`src/rtl/cpu_bus.sv`:
```
// cpu_bus: minimal 8-bit single-cycle processor. A 256x8 program RAM, an
// 8-bit program counter, six general registers, an ALU and one in/out port
// share an internal data bus. In load mode a host fills RAM sequentially at
// pc. In run mode one instruction is fetched from mem[pc] and executed per clock.
module cpu_bus (
    input  logic       clk,
    input  logic       rst,
    input  logic [7:0] data_in,
    input  logic       ram_we,
    input  logic [7:0] ram_data_in,
    input  logic       pc_recount,
    output logic [7:0] data_out
);

    typedef enum logic [1:0] {
        OP_IMM  = 2'b00,
        OP_ALU  = 2'b01,
        OP_COPY = 2'b10,
        OP_JUMP = 2'b11
    } opcode_t;

    logic [7:0] mem [0:255];
    logic [7:0] pc;
    logic [7:0] regs [0:5];
    logic [7:0] out_reg;

    logic [7:0] instr;
    opcode_t    opcode;
    logic [2:0] field_a;
    logic [2:0] field_b;
    logic [7:0] alu_result;
    logic [7:0] copy_src;
    logic       jump_taken;
    logic [7:0] pc_next;
    logic       r3_zero;
    logic       r3_neg;

    // Fetch is combinational: the instruction at pc executes on this edge.
    assign instr    = mem[pc];
    assign opcode   = opcode_t'(instr[7:6]);
    assign field_a  = instr[5:3];
    assign field_b  = instr[2:0];
    assign data_out = out_reg;
    assign r3_zero  = (regs[3] == 8'h00);
    assign r3_neg   = regs[3][7];

    // ALU: r1 OP r2, operation chosen by field B; add/sub wrap modulo 256.
    always_comb begin
        // NOTE: every combinational output gets a default first so no path leaves it unassigned (no latch).
        alu_result = 8'h00;
        case (field_b)
            3'd0: alu_result = regs[1] | regs[2];
            3'd1: alu_result = ~(regs[1] & regs[2]);
            3'd2: alu_result = ~(regs[1] | regs[2]);
            3'd3: alu_result = regs[1] & regs[2];
            3'd4: alu_result = regs[1] + regs[2];
            3'd5: alu_result = regs[1] - regs[2];
            3'd6: alu_result = regs[1] ^ regs[2];
            3'd7: alu_result = ~(regs[1] ^ regs[2]);
            default: alu_result = 8'h00;
        endcase
    end

    // COPY source mux: registers, external input, or constant zero.
    always_comb begin
        copy_src = 8'h00;
        case (field_a)
            3'd0: copy_src = regs[0];
            3'd1: copy_src = regs[1];
            3'd2: copy_src = regs[2];
            3'd3: copy_src = regs[3];
            3'd4: copy_src = regs[4];
            3'd5: copy_src = regs[5];
            3'd6: copy_src = data_in;
            default: copy_src = 8'h00;
        endcase
    end

    // Jump condition on r3 as a signed value, then next-pc selection.
    always_comb begin
        jump_taken = 1'b0;
        case (field_b)
            3'd0: jump_taken = 1'b0;
            3'd1: jump_taken = r3_zero;
            3'd2: jump_taken = r3_neg;
            3'd3: jump_taken = r3_neg | r3_zero;
            3'd4: jump_taken = 1'b1;
            3'd5: jump_taken = ~r3_zero;
            3'd6: jump_taken = ~r3_neg;
            3'd7: jump_taken = ~r3_neg & ~r3_zero;
            default: jump_taken = 1'b0;
        endcase
        pc_next = pc + 8'd1;
        if (opcode == OP_JUMP && jump_taken) begin
            pc_next = regs[0];
        end
    end

    // Program RAM write in load mode; recount and reset suppress the write.
    always_ff @(posedge clk) begin
        // NOTE: the RAM array is deliberately not reset, so it maps onto plain memory and survives rst.
        if (rst && !pc_recount && ram_we) begin
            mem[pc] <= ram_data_in;
        end
    end

    // Architectural state: pc, register file and output port.
    always_ff @(posedge clk or negedge rst) begin
        // NOTE: sequential state uses non-blocking assignments so every update sees pre-edge values.
        if (!rst) begin
            pc      <= 8'h00;
            out_reg <= 8'h00;
            for (int i = 0; i < 6; i++) begin
                regs[i] <= 8'h00;
            end
        end else if (pc_recount) begin
            pc <= 8'h00;
        end else if (ram_we) begin
            pc <= pc + 8'd1;
        end else begin
            pc <= pc_next;
            case (opcode)
                OP_IMM: regs[0] <= {2'b00, instr[5:0]};
                OP_ALU: regs[3] <= alu_result;
                OP_COPY: begin
                    case (field_b)
                        3'd0: regs[0] <= copy_src;
                        3'd1: regs[1] <= copy_src;
                        3'd2: regs[2] <= copy_src;
                        3'd3: regs[3] <= copy_src;
                        3'd4: regs[4] <= copy_src;
                        3'd5: regs[5] <= copy_src;
                        3'd6: out_reg <= copy_src;
                        default: ;
                    endcase
                end
                default: ;
            endcase
        end
    end

endmodule

```
`config.mk`:
```
export PLATFORM = sky130hd
export DESIGN_NAME = cpu_bus
export DESIGN_NICKNAME = d
export VERILOG_FILES = /design/src/rtl/cpu_bus.sv
export SDC_FILE = /design/constraint.sdc
export NUM_CORES = 2
export LEC_CHECK = 0
export BUFFER_PORTS_ARGS = -buffer_cell sky130_fd_sc_hd__buf_2
export CORE_ASPECT_RATIO = 1.1
export CORE_MARGIN = 3
export CORE_UTILIZATION = 68
export CTS_CLUSTER_DIAMETER = 80
export DETAILED_ROUTE_END_ITERATION = 10
export PLACE_DENSITY = 0.81
export SETUP_SLACK_MARGIN = 0.1
export SKIP_LAST_GASP = 1
export SLEW_MARGIN = 5
export SYNTH_ARGS = -nofsm -noshare
export SYNTH_HDL_FRONTEND = slang
export SYNTH_SLANG_ARGS = --single-unit
```
`constraint.sdc`:
```
create_clock -name clk -period 8.84 [get_ports clk]
set_input_delay 0.442 -clock clk [delete_from_list [all_inputs] [get_ports clk]]
set_output_delay 0.442 -clock clk [all_outputs]
set_load 0.005 [all_outputs]
```
==> Word-level counts from Yosys, hierarchy flattened <==
Memory sizes are Yosys's and may differ from the RTL's.
Cells that the tools add are included.
{ "totals": {"inputBits": 20, "ff_bits": 64, "mem_bits_rw": 2048, "latchBits": 0, "memories": 1, "out_inout_bits": 8, "rom_bits": 0} }
{ "op_classes": {"div_mod_pow": 0, "reduce_logical": 17, "shifts": 0, "mul": 0, "n_lt_le_gt_ge": 0, "n_eq_ne": 18, "n_mux": 12, "addsub": 3, "n_bitwise": 12} }
{ "memory_table": {"columns": ["memory", "depth", "width", "read_ports", "rd_clocked_by_memory_dff", "wr", "line", "rtl"], "rows": [
  ["mem", 256, 8, 1, 0, 1, "22", "logic [7:0] mem [0:255];"]
]} }
{ "ops": {"columns": ["op", "n"], "rows": [
  ["$pmux 8 s8", 1],
  ["$pmux 8 s7", 1],
  ["$mux 8", 5],
  ["$pmux 8 s2", 2],
  ["$reduce_and 4->1", 7],
  ["$not 8->8", 3],
  ["$eq 3x3->1 const B", 7],
  ["$eq 3x2->1 const B", 4],
  ["$add 8x1->8 const B", 1],
  ["$add 8x8->8", 1],
  ["$and 8x8->8", 1],
  ["$logic_not 8->1", 1],
  ["$or 8x8->8", 1],
  ["$pmux 1 s8", 1],
  ["$sub 8x8->8", 1],
  ["$xor 8x8->8", 1],
  ["$eq 3x1->1 const B", 2],
  ["$logic_not 3->1", 2],
  ["$eq 2x2->1 const B", 2],
  ["$ne 2x1->1 const B", 2],
  ["$not 1->1", 4],
  ["$reduce_bool 2->1", 2],
  ["$logic_and 1x1->1", 3],
  ["$eq 2x1->1 const B", 1],
  ["other kinds (5)", 6]
]} }

==> Longest topological paths before layout <==
{ "logic_depth": {"depth_word": 8, "depth_mapped": 27} }

==> Worst setup path before layout <==
No wires, ideal clock.
{ "synth_path": {"path_kind": "register to register", "startpoint": "reg pc[1]", "endpoint": "reg regs, in the netlist r3_neg", "setup_slack_ps": 3538, "required_time_ps": 8774, "synth_period_minus_slack_ps": 5302, "n_path_buf": 4, "arrival_ps": 5235, "path_stages_with_launch": 26, "cell_sequence": "dfrtp_1 > buf_6 > buf_12 > buf_12 > clkbuf_1 > mux4_2 > a22oi_1 > a21oi_1 > nor4_1 > o22ai_1 > nor2_2 > nand2_1 > nor2_1 > mux2_2 > inv_1 > ha_1 > nor2b_1 > o21ai_0 > a21boi_0 > o21ai_0 > a21oi_1 > o21a_1 > or3_1 > a21o_1 > a211oi_1 > o32a_1"} }
{ "synth_via": {"elab_chain_cells": 5, "word_cells_on_any_way": 25, "classes_between": "16 x eq/ne; 4 x mux; 4 x reduce/logical; 1 x memory"} }
{ "synth_lines": {"columns": ["item", "line", "rtl"], "rows": [
  ["from (decl)", "23", "logic [7:0] pc;"],
  ["from (signal assigned)", "119", "pc <= pc + 8'd1;"],
  ["from (signal assigned)", "121", "pc <= pc_next;"],
  ["$mem_v2 256x8 *", null, null],
  ["$eq 3x3->1 (tied with other cells)", "67", "case (field_a)"],
  ["$pmux 8 s7", "67", null],
  ["$mux 8", "126", "case (field_b)"],
  ["$pmux 8 s2", "122", "case (opcode)"],
  ["to (decl)", "24", "logic [7:0] regs [0:5];"]
]} }
Every way passes the cells marked *; elsewhere a longest branch is shown, timed or not. The select of a mux whose other input is x is not followed.
A chain may end at the register's enable or synchronous reset.

==> Worst setup path in the final report <==
{ "layout_path": {"startpoint": "reg pc[0]", "endpoint": "reg regs, in the netlist r3_neg"} }
Same word-level chain as after synthesis.

==> impl_metrics.py <==
metrics = {
    "clock_tree": {
        "clk_pin_slew_ns": 0.06,
        "cts_tree": "built",
        "numCtsBuffers": 193,
        "clk_path_buf_depth": 3,
        "holdBufCountCts": 3,
        "htree_levels": 4,
        "root_buffer": "clkbuf_16",
        "cts_resized": 0,
        "clock_latency_ns": 0.86,
        "cts_setup_buffers": 0,
        "clock-sinks": 2112,
    },
    "worst_setup_path": {
        "cp-end-kind": "register",
        "critPathRequiredTime_ns": 9.61,
        "worstPathArrival_ns": 8.85,
        "r2r_end": "r3_neg",
        "cp-start-kind": "register",
        "critical_path.max_fanout": 42,
        "r2r_cells": 22,
        "critPathKind": "reg -> reg",
        "r2r_setup_slack_ns": 0.75,
        "r2r_start": "pc[0]",
    },
    "synth": {
        "synth-xor-area-share_pct": 0.237,
        "synth_compound_area_share_pct": 3.87,
        "async_reset_ff_share_pct": 3.03,
        "ys_ff_latch": 2112,
        "ys.flop_type": "edfxtp_1",
        "synth_edf_count": 2048,
        "synth_top_family_by_area": "multiplexers",
        "synth-seq-area-share_pct": 74.3,
        "synth.avg_cell_area_um2": 19.5,
        "yosysWarnings": 0,
        "synthMuxAreaShare_pct": 15.1,
        "yosysUniqueCellTypes": 101,
        "synth_simple_gate_area_share_pct": 3.89,
        "synthAdderAreaFrac_pct": 0.436,
        "syn_area_mm2": 0.0849,
        "synth_nets": 4411,
        "synth_cells": 4362,
    },
    "finish": {
        "area_growth_pct": 9.13,
        "drive_gt1_share_pct": 18.8,
        "fillers": 6478,
        "nNetsFinal": 4490,
        "seq_area_mm2": 0.0631,
        "multi_input_area_mm2": 0.0201,
    },
    "place": {
        "gp_congestion": 0.957,
        "dp_hpwl_um": 146000,
        "port_buffers": 27,
    },
    "hold_path": {
        "hold_depth": 1,
        "whs_endpoint": "mem[123][7]",
        "hold_path.startpoint": "ram_data_in[7]",
        "hold_class": "in -> reg",
    },
    "floorplan": {
        "core_area_mm2": 0.124,
        "io-pin-count": 28,
        "fp.dieW_um": 343,
        "die_y_um": 377,
        "dieArea_mm2": 0.129,
        "rows": 135,
        "start_util_pct": 68.7,
    },
    "sta": {
        "finalSetupTns_ns": 0,
        "finalCritPeriodShare_pct": 91.5,
        "min_period_ns": 8.09,
        "rsz0062_at_grt": "no",
        "max_freq_mhz": 124,
        "finalSetupViolCount": 0,
        "slew_headroom_pct": -1.26,
        "drv_slew": 2,
        "finalHoldViolations": 0,
        "fin_skew_ns": 0.0422,
        "worstMarginPinSlew_ns": 1.52,
    },
    "grt": {
        "grt_antenna_before_repair": 8,
        "globalRouteMet1Util_pct": 49.5,
        "gr-usage-met3_pct": 13.5,
        "grt_pass1_wl_um": 344000,
        "met2_usage_pct": 56.9,
        "grt_pass1_vias": 46300,
        "grt_max_degree": 138,
        "grt_busiest_layer": "met2",
        "grt_usage_pct": 38.4,
        "grt_overflow": 0,
    },
    "detailed_routing": {
        "vias_per_cell": 7.51,
        "remaining_drc_errors": 0,
        "drtIter0Drc": 8162,
        "wire_per_inst_um": 38.9,
        "dr.pass1.iters": 9,
        "antenna_left": 0,
        "num_vias": 47000,
        "postRouteWirelength_um": 243000,
    },
    "job": {
        "maxCapViolCount": 1,
    },
    "power_and_ir_drop": {
        "vdd.ir_drop.worst_v": 0.000249,
        "total_power_uw": 27200,
        "power_density_mw_per_mm2": 294,
        "p_leak_uw": 0.0291,
    },
    "outcome": {
        "violations": "capacitance limit, slew limit",
        "outcome": "finished with violations",
    },
}
per-layer routing:
metal / vias to the layer above / routed length, um
met5: - / 121
met4: 12 / 19000
met3: 964 / 36800
met2: 4355 / 111000
met1: 23600 / 76200
li1: 18100 / -
worst max-delay path, stage by stage, from the launching register on:
cell and delay [ns]:
dfrtp_4 1.10, buf_4 0.46, mux4_1 0.59, a22oi_1 0.26, a21oi_1 0.48, nor4_1 0.52
o22ai_1 0.35, nor2_2 0.69, nand2_1 0.34, nor2_1 0.38, mux2_2 0.40, inv_1 0.06
ha_1 0.21, nor2b_1 0.12, o21ai_0 0.18, a21boi_0 0.13, o21ai_0 0.26, a21oi_1 0.13
o21a_1 0.19, or3_1 0.34, a21o_1 0.19, a211oi_1 0.26, o32a_1 0.19
logic make-up after synthesis:
group | Yosys count
fa+ha+maj | 29
xor+xnor | 23
compound gates | 443
mux | 754
flops | 2112
simple gates | 702
buf+inv | 299
stage by stage:
| stage | worst slack (ns) | cell area (um^2) | instances | hold slack, ns | util, % |
|---|---|---|---|---|---|
| floorplan | 3.54 | 84900 | 4362 | 0.146 | - |
| global placement | 1.28 | 86500 | 5885 | 0.483 | 70.0 |
| detailed placement | 1.21 | 86500 | 5885 | 0.488 | 70.0 |
| CTS | 1.11 | 92700 | 6245 | 0.0605 | 74.9 |
| global route | 0.417 | 92700 | 6247 | 0.0816 | 75.0 |
| finish | 0.753 | 92700 | 6249 | 0.0992 | 75.0 |
cells in the final DEF (no fill, tap or decap), types with 32 or more instances in the layout:
master | synthesis | final
dfrtp_1 | 64 | 57
mux4_1 | 61 | 61
buf_4 | 38 | 109
mux4_2 | 333 | 333
nand3_1 | 68 | 68
mux2_2 | 40 | 40
a21oi_1 | 54 | 54
clkbuf_16 | 0 | 195
clkinv_1 | 1 | 51
inv_1 | 32 | 32
clkbuf_1 | 111 | 41
mux2i_1 | 314 | 314
nor2_1 | 318 | 315
clkinv_2 | 0 | 37
nand2_1 | 143 | 131
a22oi_1 | 175 | 175
edfxtp_1 | 2048 | 2048
flip-flops by register name (all words and copies together) (netlist names):
register  cells
pc            8
regs         47
r3_neg        1
data_out      8
mem        2048
report_power, final:
group	switching (uW)	internal, uW	total (uW)
Clock	3700	4520	8220
Combinational	4800	2800	7600
Sequential	286	11100	11400
Total	8780	18400	27200
final cells by class:
class	instances	area share [%]
flip-flops and latches	2112	68.1
multi-input cells	1951	21.6
clock buffers	236	5.43
well taps	1644	2.22
repair buffers	149	1.33
clock inverters	121	1.15
inverters	34	0.139
diodes	2	0.00540
worst max path at each step:
stage	start	to	slack [ns]	cells after the start
detailed placement	pc[0]	r3_neg	1.21	21
CTS	pc[0]	r3_neg	1.11	21
global placement	pc[0]	r3_neg	1.28	21
floorplan	pc[1]	r3_neg	3.54	25
finish	pc[0]	r3_neg	0.75	22
global route	pc[0]	r3_neg	0.42	22
cell usage after synthesis (all sizes together), types with 6 or more instances:
cell type	n	share of area (%)
a211oi	14	0.12
a21oi	56	0.34
a221oi	25	0.27
a22o	12	0.12
a22oi	175	1.5
a31oi	6	0.044
a32oi	6	0.062
and2	9	0.066
and3	17	0.13
buf	152	1.6
clkbuf	113	0.50
dfrtp	64	1.9
edfxtp	2048	72
ha	28	0.41
inv	33	0.15
mux2	46	0.64
mux2i	314	3.7
mux4	394	11
nand2	144	0.65
nand2b	10	0.074
nand3	69	0.41
nand4	24	0.18
nor2	320	1.4
nor2b	11	0.081
nor3	23	0.15
nor4	17	0.16
nor4b	7	0.087
o2111ai	7	0.080
o211ai	12	0.11
o21ai	33	0.20
o22ai	23	0.18
o31ai	6	0.053
or2	9	0.066
or3	11	0.087
xnor2	21	0.22
Power figures use the tool's default switching activity.
